### src/rtl/wb_stage.sv
// Write-back stage: selects ALU / PC+4 / formatted load data and drives the register file write port.
// Optional retire counter output instret_o is enabled with `define WB_RETIRE_CNT_EN.
module wb_stage #(
   parameter int XLEN   = 32,
   parameter int REG_AW = 5
) (
   input  logic              clk_i,
   input  logic              rst_i,
   input  logic              valid_i,
   output logic              ready_o,
   input  logic              RegWEn_i,
   input  logic [REG_AW-1:0] AddrD_i,
   input  logic [1:0]        WbSel_i,
   input  logic [XLEN-1:0]   AluRes_i,
   input  logic [XLEN-1:0]   PcPlus4_i,
   input  logic [2:0]        LoadFunct3_i,
   input  logic              DmemRvalid_i,
   input  logic [XLEN-1:0]   DmemRdata_i,
   output logic              RegWEn_o,
   output logic [REG_AW-1:0] AddrD_o,
   output logic [XLEN-1:0]   DataD_o,
   output logic              err_o
`ifdef WB_RETIRE_CNT_EN
   ,
   output logic [63:0]       instret_o
`endif
);

   typedef enum logic {IDLE, WAIT_LOAD} state_e;

   state_e            state_q, state_d;
   logic              ld_wen_q, ld_wen_d;
   logic [REG_AW-1:0] ld_addr_q, ld_addr_d;
   logic [2:0]        ld_f3_q, ld_f3_d;
   logic [1:0]        ld_off_q, ld_off_d;
   logic              regwen_q, regwen_d;
   logic [REG_AW-1:0] addrd_q, addrd_d;
   logic [XLEN-1:0]   datad_q, datad_d;
   logic              err_q, err_d;

   logic [7:0]        ld_byte;
   logic [15:0]       ld_half;
   logic [XLEN-1:0]   ld_fmt;
   logic              ld_err;
   logic              accept;

   assign ready_o  = (state_q == IDLE);
   assign accept   = valid_i & ready_o;
   assign RegWEn_o = regwen_q;
   assign AddrD_o  = addrd_q;
   assign DataD_o  = datad_q;
   assign err_o    = err_q;

   // Load formatting uses the offset and funct3 latched at accept time.
   always_comb begin
      ld_byte = DmemRdata_i[{ld_off_q, 3'b000} +: 8];
      ld_half = ld_off_q[1] ? DmemRdata_i[31:16] : DmemRdata_i[15:0];
      ld_fmt  = '0;
      ld_err  = 1'b0;
      case (ld_f3_q)
         3'b000: ld_fmt = {{(XLEN-8){ld_byte[7]}}, ld_byte};
         3'b100: ld_fmt = {{(XLEN-8){1'b0}}, ld_byte};
         3'b001: begin
            ld_fmt = {{(XLEN-16){ld_half[15]}}, ld_half};
            ld_err = ld_off_q[0];
         end
         3'b101: begin
            ld_fmt = {{(XLEN-16){1'b0}}, ld_half};
            ld_err = ld_off_q[0];
         end
         3'b010: begin
            ld_fmt = DmemRdata_i;
            ld_err = (ld_off_q != 2'b00);
         end
         default: ld_err = 1'b1;
      endcase
   end

   always_comb begin
      state_d   = state_q;
      ld_wen_d  = ld_wen_q;
      ld_addr_d = ld_addr_q;
      ld_f3_d   = ld_f3_q;
      ld_off_d  = ld_off_q;
      regwen_d  = 1'b0;
      addrd_d   = addrd_q;
      datad_d   = datad_q;
      err_d     = 1'b0;
      case (state_q)
         IDLE: begin
            if (accept) begin
               if (WbSel_i == 2'b01) begin
                  ld_wen_d  = RegWEn_i;
                  ld_addr_d = AddrD_i;
                  ld_f3_d   = LoadFunct3_i;
                  ld_off_d  = AluRes_i[1:0];
                  state_d   = WAIT_LOAD;
               end else begin
                  regwen_d = RegWEn_i & (AddrD_i != '0) & (WbSel_i != 2'b11);
                  addrd_d  = AddrD_i;
                  if (WbSel_i == 2'b00)
                     datad_d = AluRes_i;
                  else if (WbSel_i == 2'b10)
                     datad_d = PcPlus4_i;
               end
            end
         end
         WAIT_LOAD: begin
            if (DmemRvalid_i) begin
               state_d = IDLE;
               if (ld_err) begin
                  err_d = 1'b1;
               end else begin
                  regwen_d = ld_wen_q & (ld_addr_q != '0);
                  addrd_d  = ld_addr_q;
                  datad_d  = ld_fmt;
               end
            end
         end
         default: state_d = IDLE;
      endcase
   end

   always_ff @(posedge clk_i or negedge rst_i) begin
      if (!rst_i) begin
         state_q   <= IDLE;
         ld_wen_q  <= 1'b0;
         ld_addr_q <= '0;
         ld_f3_q   <= '0;
         ld_off_q  <= '0;
         regwen_q  <= 1'b0;
         addrd_q   <= '0;
         datad_q   <= '0;
         err_q     <= 1'b0;
      end else begin
         state_q   <= state_d;
         ld_wen_q  <= ld_wen_d;
         ld_addr_q <= ld_addr_d;
         ld_f3_q   <= ld_f3_d;
         ld_off_q  <= ld_off_d;
         regwen_q  <= regwen_d;
         addrd_q   <= addrd_d;
         datad_q   <= datad_d;
         err_q     <= err_d;
      end
   end

`ifdef WB_RETIRE_CNT_EN
   // Non-load accepts retire immediately; loads retire only on error-free completion.
   logic        retire;
   logic [63:0] instret_q;

   assign retire    = (accept & (WbSel_i != 2'b01)) |
                      ((state_q == WAIT_LOAD) & DmemRvalid_i & ~ld_err);
   assign instret_o = instret_q;

   always_ff @(posedge clk_i or negedge rst_i) begin
      if (!rst_i)
         instret_q <= '0;
      else if (retire)
         instret_q <= instret_q + 64'd1;
   end
`endif

endmodule

### config.mk
export PLATFORM = sky130hd
export DESIGN_NAME = wb_stage
export DESIGN_NICKNAME = d
export VERILOG_FILES = /design/src/rtl/wb_stage.sv
export SDC_FILE = /design/constraint.sdc
export NUM_CORES = 1
export LEC_CHECK = 0
export CORE_MARGIN = 2
export CORE_UTILIZATION = 25
export DETAILED_ROUTE_END_ITERATION = 16
export SYNTH_ARGS = -nofsm -noshare
export SYNTH_HDL_FRONTEND = slang
export SYNTH_SLANG_ARGS = --single-unit
### constraint.sdc
create_clock -name clk_i -period 3.5 [get_ports clk_i]
set_input_delay 0.7 -clock clk_i [delete_from_list [all_inputs] [get_ports clk_i]]
set_output_delay 0.7 -clock clk_i [all_outputs]
set_load 0.1 [all_outputs]
==> impl_metrics.ini <==
[logic_synthesis]
yosys_warnings = 0
postSynthNetCount = 456
synth_ff_type = sky130_fd_sc_hd__dfrtp_1
share_of_the_synthesized_area_in_the_top_cell_type_pct = 42.2
synth_cell_type_count = 35
netlist_instances = 345
synth.top_cells.by_area = sky130_fd_sc_hd__dfrtp_1 (42%), sky130_fd_sc_hd__nand2_1 (8.3%), sky130_fd_sc_hd__mux2_2 (7.4%), sky130_fd_sc_hd__nor2_1 (6.2%), sky130_fd_sc_hd__a221oi_1 (4.6%)
seq_area_frac_synth_pct = 42.2
synth_seq_cells = 51
post-synth-top-area-cell = sky130_fd_sc_hd__dfrtp_1
synthesis.area_um2 = 3030
synth_edf_count = 0
asyncSetResetFlopFracSynth_pct = 100
synth.most_common_cell = sky130_fd_sc_hd__nand2_1
synth_top_cells_by_count = sky130_fd_sc_hd__nand2_1 (67), sky130_fd_sc_hd__dfrtp_1 (51), sky130_fd_sc_hd__nor2_1 (50)
syn_area_per_cell_um2 = 8.77

[critical_path]
cpMaxStageDelayCell = sky130_fd_sc_hd__dfrtp_1
reg2reg_slack_ns = 0.98
crit-reg2reg-launch = ld_off_q[1]
required_arrival_time_at_the_worst_endpoint_ns = 3.68
crit_path_max_fanout = 32
cp.arrival_ns = 2.70
worst_r2r_path_depth = 5
timing.critical_path.slowest_cell_delay_ns = 0.60
timing.critical_path.from_type = flip-flop
endpoint_kind = flip-flop
worst_r2r_endpoint = DataD_o[7]
cell_by_cell_trace_of_the_critical_path = nor4_1 -> o21bai_2 -> o21ai_2 -> buf_4 -> mux2_2
worst-setup-path-type = flip-flop to flip-flop

[grt]
first_global_vias = 3182
grt_start_max_net_pins = 35
grt_pass1_wl_mm = 17.1
grt_overflow = 0
grt_overall_usage_pct = 17.1
number_of_antenna_violations_at_the_first_check_in_global_routing = 0

[finish]
drive_gt1_share_pct = 10.6
layout-area-overhead-vs-synth_pct = 58.0
antenna_cells = 0
nets = 592
finalCoreUtilization_pct = 40.1
fin_cells = 629

[cts]
cts.sinks = 51
cts-buffers-inserted = 5
clk_root_buffer_cell = sky130_fd_sc_hd__clkbuf_16
cts_buffer_depth = 2
postCtsSetupRepairBufs = 0
clk_pin_slew_worst_paths_ns = 0.08
cts_tree = done
post_cts.resized_instances = 0
cts-htree-levels = 2
hold_buffers = 0
worst_skew_pair.late_latency_ns = 0.29

[sta]
max_fclk_mhz = 397
final-setup-viol-count = 0
max_slew.worst_pin.slew_ns = 0.995
grt_setup_unrepaired = false
final_max_slew_viol_count = 0
tightest_slew_margin_relative_to_the_limit_pct = 33.5
setup_tns_ns = 0
timing.final.hold_violations = 0
fin_worst_skew_ns = 0.00570
share_of_the_clock_period_used_by_the_worst_path_after_layout_pct = 71.9
final_period_minus_worst_setup_slack_ns = 2.52
hold_slack_ns = 0.473

[drt]
drt_first_pass_iters = 5
drtAntennaViolNets = 0
drt_drc_violations_left = 0
detailedRoute.firstIterationViolations = 172
num_vias = 3157
routed_via_density = 5.02
route.final.wire_length_mm = 11.2
wire_per_inst_um = 17.8

[floorplan]
rows = 40
fp.coreArea_um2 = 11900
start_util_pct = 25.4
floorplan.die.width_um = 114
io-pin-count = 151
floorplan.die.height_um = 114
fp.dieArea_um2 = 13000

[placement]
portBuffers = 150
number_of_cells_in_the_design_after_placement = 621
place_hpwl_mm = 8.80
gp_routability_congestion = 0.814

[pwr]
fin_total_pwr_uw = 3130
leakagePower_uw = 0.00182
power_density_nw_per_um2 = 654
ir_worst_vdd_mv = 0.320

[hold_path]
holdCritPathClass = primary input to async pin

[run_status]
outcome = finished, final reports clean

[run]
max_cap_viol_count = 0
-- cell usage in the layout (no fill, tap or decap), types with 4 or more instances in the layout --
cell / netlist / routed
sky130_fd_sc_hd__clkdlybuf4s50_1: 0 / 144
sky130_fd_sc_hd__nand2_1: 67 / 67
sky130_fd_sc_hd__dfrtp_1: 51 / 51
sky130_fd_sc_hd__nor2_1: 50 / 48
sky130_fd_sc_hd__mux2_2: 20 / 20
sky130_fd_sc_hd__nand3_1: 17 / 17
sky130_fd_sc_hd__a221oi_1: 16 / 16
sky130_fd_sc_hd__a21oi_1: 15 / 15
sky130_fd_sc_hd__a31oi_1: 15 / 15
sky130_fd_sc_hd__o22a_1: 15 / 15
sky130_fd_sc_hd__buf_4: 1 / 11
sky130_fd_sc_hd__a32oi_1: 9 / 9
sky130_fd_sc_hd__a222oi_1: 7 / 7
sky130_fd_sc_hd__mux2i_1: 6 / 6
sky130_fd_sc_hd__clkbuf_16: 0 / 5
sky130_fd_sc_hd__o21ai_0: 4 / 4
sky130_fd_sc_hd__nor2b_1: 4 / 4
-- worst max-delay path by stage --
stage	start	endpoint	slack, ns	depth (start not counted)
finish	ld_off_q[1]	DataD_o[7]	0.98	5
global route	ld_off_q[1]	DataD_o[7]	0.79	5
CTS	ld_off_q[1]	DataD_o[7]	0.96	5
detailed placement	WbSel_i[0]	DataD_o[3]	0.67	6
global placement	WbSel_i[0]	DataD_o[3]	0.73	6
floorplan	state_q	DataD_o[18]	1.30	6
-- registers in the layout (all words and copies together), names as in the netlist --
| register | cells |
|---|---|
| ld_f3_q | 3 |
| ld_addr_q | 5 |
| AddrD_o | 5 |
| err_o | 1 |
| ld_off_q | 2 |
| RegWEn_o | 1 |
| state_q | 1 |
| ld_wen_q | 1 |
| DataD_o | 32 |
-- where the power goes --
| group | total [µW] | leakage (µW) | switching, µW | internal (µW) |
|---|---|---|---|---|
| Clock | 519 | 0.0000752 | 245 | 274 |
| Sequential | 860 | 0.000589 | 123 | 737 |
| Combinational | 1750 | 0.00116 | 1240 | 508 |
-- logic make-up after synthesis --
| family | Yosys count | share of synthesized area [%] |
|---|---|---|
| flops | 51 | 42.2 |
| compound gates | 88 | 22.8 |
| mux | 27 | 10.2 |
| simple gates | 150 | 20.7 |
| buf+inv | 29 | 4.22 |
-- through the flow --
step / setup slack [ns] / area, µm²
after global placement: 0.726 / 4630
after global routing: 0.787 / 4780
after detailed placement: 0.671 / 4630
final: 0.982 / 4780
after floorplan: 1.30 / 3030
after CTS: 0.965 / 4780
-- cell type report --
class,instances,area (µm²)
fill,1163,7130
multi-input combinational,265,1630
timing repair buffer,156,1530
sequential,51,1280
tap,147,184
clock buffer,5,125
clock inverter,3,26.3
inverter,2,7.51
-- worst max-delay path: cells and delay by family (launching register included) --
| kind | cells | cell delay [ns] |
|---|---|---|
| and+or+nand+nor | 1 | 0.56 |
| AOI/OAI and AO/OA | 2 | 0.50 |
| muxes | 1 | 0.38 |
| buffers and inverters | 1 | 0.35 |
| DFF | 1 | 0.60 |
-- per-layer routing --
metal / routed length [µm] / global-route usage (%) / vias to the layer above
met1: 4980 / 22.3 / 1486
met3: 807 / 4.30 / 8
met4: 156 / 4.47 / 0
met5: 0 / 0 / -
met2: 5270 / 28.2 / 123
li1: - / - / 1540
Note: power is estimated with default switching activity, not from simulation.
